### src/rtl/uart_tx_queue.sv
// uart_tx_queue: byte FIFO feeding a downstream uart_tx through a
// send/busy handshake. The FIFO is a DEPTH-entry circular buffer with
// registered full/empty/count flags and a sticky overflow flag.
// Optional feature: define UART_TXQ_CRLF_EN to expand each LF (8'h0A)
// into CR LF (8'h0D, 8'h0A) on the way out.
`timescale 1ns/1ps

module uart_tx_queue #(
  parameter int DEPTH = 16,
  parameter int AW    = 4
) (
  input  logic          clk,
  input  logic          reset,
  input  logic          wr_en,
  input  logic [7:0]    wr_data,
  output logic          full,
  output logic          empty,
  output logic [AW:0]   count,
  output logic          overflow,
  output logic          tx_send,
  output logic [7:0]    tx_data,
  input  logic          tx_busy
);

  localparam logic [AW:0] DEPTH_CNT = (AW+1)'(DEPTH);

  typedef enum logic [1:0] {
    IDLE       = 2'd0,
    SEND       = 2'd1,
    WAIT_START = 2'd2,
    WAIT_DONE  = 2'd3
  } state_t;

  state_t        state;
  state_t        state_next;

  logic [7:0]    mem [DEPTH];
  logic [AW-1:0] rd_ptr;
  logic [AW-1:0] wr_ptr;
  logic          push;
  logic          pop;
  logic          load;
  logic [AW:0]   count_next;
  logic [7:0]    head;
  logic [7:0]    send_byte;

  assign head = mem[rd_ptr];

`ifdef UART_TXQ_CRLF_EN
  logic cr_pending;
  logic lf_expand;

  // An LF at the head that has not yet had its CR sent goes out as CR first
  // and stays in the queue; the following pass sends the LF itself.
  assign lf_expand = (head == 8'h0A) && !cr_pending;
  assign send_byte = lf_expand ? 8'h0D : head;
`else
  assign send_byte = head;
`endif

  // A write is taken when there is room, or when a pop frees the slot in
  // the same cycle; the head was already copied to tx_data, so overwriting
  // its slot on a full-queue write+pop is safe.
  assign push       = wr_en && (!full || pop);
  assign count_next = count + (AW+1)'(push) - (AW+1)'(pop);

  // Next-state and per-cycle strobes for the send handshake.
  always_comb begin
    state_next = state;
    pop        = 1'b0;
    load       = 1'b0;
    case (state)
      IDLE: begin
        if (!empty && !tx_busy) begin
          state_next = SEND;
          load       = 1'b1;
        end
      end
      SEND: begin
        state_next = WAIT_START;
`ifdef UART_TXQ_CRLF_EN
        pop        = !lf_expand;
`else
        pop        = 1'b1;
`endif
      end
      WAIT_START: begin
        if (tx_busy) begin
          state_next = WAIT_DONE;
        end
      end
      WAIT_DONE: begin
        if (!tx_busy) begin
          state_next = IDLE;
        end
      end
      default: begin
        state_next = IDLE;
      end
    endcase
  end

  // FSM state register.
  always_ff @(posedge clk or posedge reset) begin
    if (reset) begin
      state <= IDLE;
    end else begin
      state <= state_next;
    end
  end

  // Pointers, occupancy flags and the sticky overflow flag.
  always_ff @(posedge clk or posedge reset) begin
    if (reset) begin
      rd_ptr   <= '0;
      wr_ptr   <= '0;
      count    <= '0;
      empty    <= 1'b1;
      full     <= 1'b0;
      overflow <= 1'b0;
    end else begin
      if (push) begin
        wr_ptr <= wr_ptr + 1'b1;
      end
      if (pop) begin
        rd_ptr <= rd_ptr + 1'b1;
      end
      count <= count_next;
      full  <= (count_next == DEPTH_CNT);
      empty <= (count_next == '0);
      if (wr_en && !push) begin
        overflow <= 1'b1;
      end
    end
  end

  // Buffer storage; contents are deliberately left unreset.
  always_ff @(posedge clk) begin
    if (push) begin
      mem[wr_ptr] <= wr_data;
    end
  end

  // Send pulse and held byte toward the downstream transmitter.
  always_ff @(posedge clk or posedge reset) begin
    if (reset) begin
      tx_send <= 1'b0;
      tx_data <= 8'h00;
    end else begin
      tx_send <= load;
      if (load) begin
        tx_data <= send_byte;
      end
    end
  end

`ifdef UART_TXQ_CRLF_EN
  // Remember that the CR for the current head LF has already been sent.
  always_ff @(posedge clk or posedge reset) begin
    if (reset) begin
      cr_pending <= 1'b0;
    end else if (state == SEND) begin
      cr_pending <= lf_expand;
    end
  end
`endif

endmodule

### config.mk
export PLATFORM = sky130hd
export DESIGN_NAME = uart_tx_queue
export DESIGN_NICKNAME = d
export VERILOG_FILES = /design/src/rtl/uart_tx_queue.sv
export SDC_FILE = /design/constraint.sdc
export NUM_CORES = 1
export LEC_CHECK = 0
export CAP_MARGIN = 10
export CORE_MARGIN = 5
export CORE_UTILIZATION = 40
export CTS_CLUSTER_DIAMETER = 50
export CTS_CLUSTER_SIZE = 10
export DETAILED_ROUTE_END_ITERATION = 7
export PLACE_DENSITY_LB_ADDON = 0.25
export SYNTH_ARGS = -nofsm -noshare
export SYNTH_HDL_FRONTEND = slang
export SYNTH_SLANG_ARGS = --single-unit
export TNS_END_PERCENT = 100
### constraint.sdc
create_clock -name clk -period 2.98 [get_ports clk]
set_input_delay 0.596 -clock clk [delete_from_list [all_inputs] [get_ports clk]]
set_output_delay 0.596 -clock clk [all_outputs]
set_load 0.01 [all_outputs]
==> results.txt <==
----------------------------------------------------
[GRT]
  Total routing usage reported by global routing ... 15.2%
  Met2 capacity usage during global routing ... 24.3%
  Number of global-route vias before repair ... ~3600
  Total congestion overflow ... 0
  First-pass GRT wire length ... 20300 um
  Routing usage on met1 ... 19.9%
  Routing layer with the top usage in global route ... met2
  Maximum number of pins on one net before global-route repair ... 21
  Number of antenna violations at the first check in global routing ... 0
  Global-route track usage on met3 ... 4.22%

[Routing]
  Routed WL ... between 10000 and 15000 um
  Post-DR vias/cell ... 5.07
  Remaining design rule violation count ... 0
  Routed via count ... 3395
  Initial detailed-routing violation count ... 214
  Per-cell routed wire length ... roughly 19 um
  Post-route antenna net violation count ... 0
  DRT Pass-1 Iters ... 4

[Timing]
  Timing-limited maximum frequency ... 0.355 GHz
  Tightest hold margin ... between 0.4 and 0.5 ns
  Setup total negative slack ... 0 ns
  Transition time at the pin with the least slew margin ... just over 0.7 ns
  Max transition margin ... 52.3%
  Worst Skew ... 0.00529 ns
  Fin crit share ... 94.5%
  Number of setup violations in the final report ... 0
  Final Hold Fails ... 0
  Final Slew Violations ... 0
  RSZ-0062 raised after global routing ... false
  Post-layout minimum cycle time ... around 2.8 ns

[Setup path]
  Worst r2r src ... state[1]
  CP Launch Point ... state[1]
  RR Endpoint ... empty
  Flop2flop setup slack ... 0.16 ns
  Capturing element type of the critical path ... register
  Largest fanout on the critical path ... 4
  Startpoint kind of the worst setup timing path ... register
  Category of the critical setup timing path ... reg -> reg
  Critical path capture point ... empty
  Worst reg-to-reg path cell count ... 13
  Worst endpoint required time ... approximately 3.3 ns
  Critical path data arrival time ... 3.15 ns

[Power]
  Register share of total power ... 40.2%
  Power, Total ... between 7 and 8 mW
  Pint ... roughly 5.1 mW
  PD cells ... 969 nW/um^2
  Clock share of power ... 29.1%
  Share of total power consumed by net switching ... 31.2%
  Switching power ... 2.33 mW
  Portion of total power attributed to combinational logic ... 30.7%
  Largest vdd supply drop ... ~0.57 mV
  Leakage component of the power ... 2.81 nW

[Logic synthesis]
  Number of flops mapped to enable cells by yosys ... 128
  Post-synthesis cell type count ... 42
  Count of yosys warnings during synthesis ... 0
  Synthesized instance count ... 379
  Synthesized netlist net count ... 407
  FF+latch count, synth ... 155
  Primary FF master, synth ... edfxtp_1
  Netlist area before placement ... between 6000 and 7000 um^2
  Post-synthesis sequential area ratio ... 71.0%
  Mean area per synthesized cell ... 16.8 um^2
  Share of flip-flops with an asynchronous set or reset after synthesis ... 17.4%

[CTS]
  Total number of clock tree sinks ... 155
  CTS buffer count ... 17
  Maximum clock path buffer count ... 2
  Clock tree root driver cell ... clkbuf_16
  Worst-path clk slew ... around 0.060 ns
  Hold buffers post-CTS ... 0
  Worst-Skew Late Latency ... 0.42 ns
  CTS tree ... done
  H-tree levels ... 4

[Cells and area]
  Area delta synth->final ... 21.1%
  Combined area of the multi-input logic cells ... 1730 um^2
  Net count, final ... 468
  # diodes ... 0
  Fraction of layout instances using a drive strength above 1 ... 18.5%
  Count of non-filler cells in the finished layout ... 669
  Most frequent cells in the layout ... edfxtp_1, mux2i_1, buf_4, clkdlybuf4s50_1, dfrtp_1
  FILL cells ... 1382
  FF/Latch Area ... 4520 um^2
  Commonest non-fill, non-tap cell in the layout ... edfxtp_1

[Floorplan]
  Core Rows ... 46
  Height of the chip ... 136 um
  # IOs ... 29
  Effective utilization at floorplan ... 40.4%
  Die ar. ... 18600 um^2
  Die extent in x ... 136 um
  Core ar. ... 15800 um^2

[Placed design]
  IO buf count ... 28
  Post-DP HPWL ... 8540 um
  GP Congestion ... 0.807
  Post-Place Cells ... 636

[Min path]
  Start point of the worst hold path ... tx_data[7]
  Path class of the lowest-slack min-delay path ... reg -> reg
  Hold depth ... 2

[Run status]
  Status ... completed

[Run]
  Max capacitance violation total ... 0

----------------------------------------------------
[cells by family after synthesis]
logic type / share of synthesized area, %
DFF: 71.0
and+or+nand+nor: 5.09
muxes: 11.9
AOI/OAI and AO/OA: 4.69
buffers and inverters: 2.83
adders and majority gates: 3.26
xor gates and xnor gates: 1.24
[registers in the layout (all words and copies together) (netlist names)]
register  count
rd_ptr        4
overflow      1
full          1
wr_ptr        4
tx_send       1
empty         1
tx_data       8
state         2
count         5
mem         128
[worst max-delay path, cell delays in order (launching register included)]
cell and delay [ns]:
dfrtp_1 0.41, inv_2 0.10, ha_4 0.14, nand2b_4 0.12, and2_1 0.14, inv_1 0.06
ha_1 0.28, inv_1 0.06, ha_2 0.17, inv_1 0.05, fa_2 0.51, inv_1 0.05
or3_4 0.40, nor4_2 0.25
[power groups by stage]
| stage | Combinational, mW | Sequential, mW | Clock [mW] |
|---|---|---|---|
| finish | 2.29 | 3.01 | 2.18 |
| floorplan | 1.61 | 2.92 | 0 |
| detailed placement | 2.23 | 3.05 | 0 |
| global placement | 2.20 | 3.04 | 0 |
| global route | 2.55 | 3.06 | 2.32 |
| CTS | 2.24 | 3.01 | 2.21 |
[synth_stat cells (all sizes together), types with 2 or more instances]
library cell	n	share of area (%)
inv	20	1.2
ha	15	2.9
nor2b	7	0.69
a32oi	2	0.27
and2	8	0.79
nor2	8	0.47
mux4	12	4.8
nor3	4	0.31
dfrtp	26	10
nand3	12	0.94
clkbuf	6	0.37
edfxtp	128	60
buf	11	1.3
mux2	5	0.88
a21oi	2	0.16
xor2	2	0.27
a22oi	21	2.5
mux2i	40	6.3
nor4	6	0.59
o21ai	13	1.0
nor3b	2	0.24
xnor2	7	0.96
nand2	9	0.53
a221oi	2	0.27
[worst min-delay path by stage]
stage / slack (ns) / to
4_1_cts: 0.49 / overflow
2_1_floorplan: 0.50 / rd_ptr[3]
5_1_grt: 0.50 / tx_data[3]
3_3_place_gp: 0.47 / tx_data[2]
6_report: 0.48 / tx_data[7]
3_5_place_dp: 0.46 / overflow
[timing repair]
action | 4_1_cts | 5_1_grt
endpoints found under the setup margin | 0 | 2
gates resized for setup | 0 | 10
setup buffers | 0 | 1
[through the flow]
step	cell area (um^2)	utilization [%]	setup slack, ns
final	7720	48.9	0.164
after global routing	7720	48.9	0.0230
after CTS	7670	48.6	0.119
after detailed placement	7060	44.7	-0.117
after global placement	7060	44.7	-0.00448
after floorplan	6370	-	0.105
[area by class of cell]
cell class | instances | share of cell area [%]
clock buffers | 18 | 5.69
clock inverters | 14 | 2.22
inverters | 20 | 0.973
multi-input cells | 187 | 22.4
flip-flops and latches | 155 | 58.6
well taps | 216 | 3.50
repair buffers | 59 | 6.65
[metal layers]
layer / vias up / wire length (um)
met4: 0 / 222
met5: - / 0
met3: 20 / 656
li1: 1590 / -
met2: 64 / 6180
met1: 1721 / 5670
No activity file was read; power rests on OpenSTA's default activity.
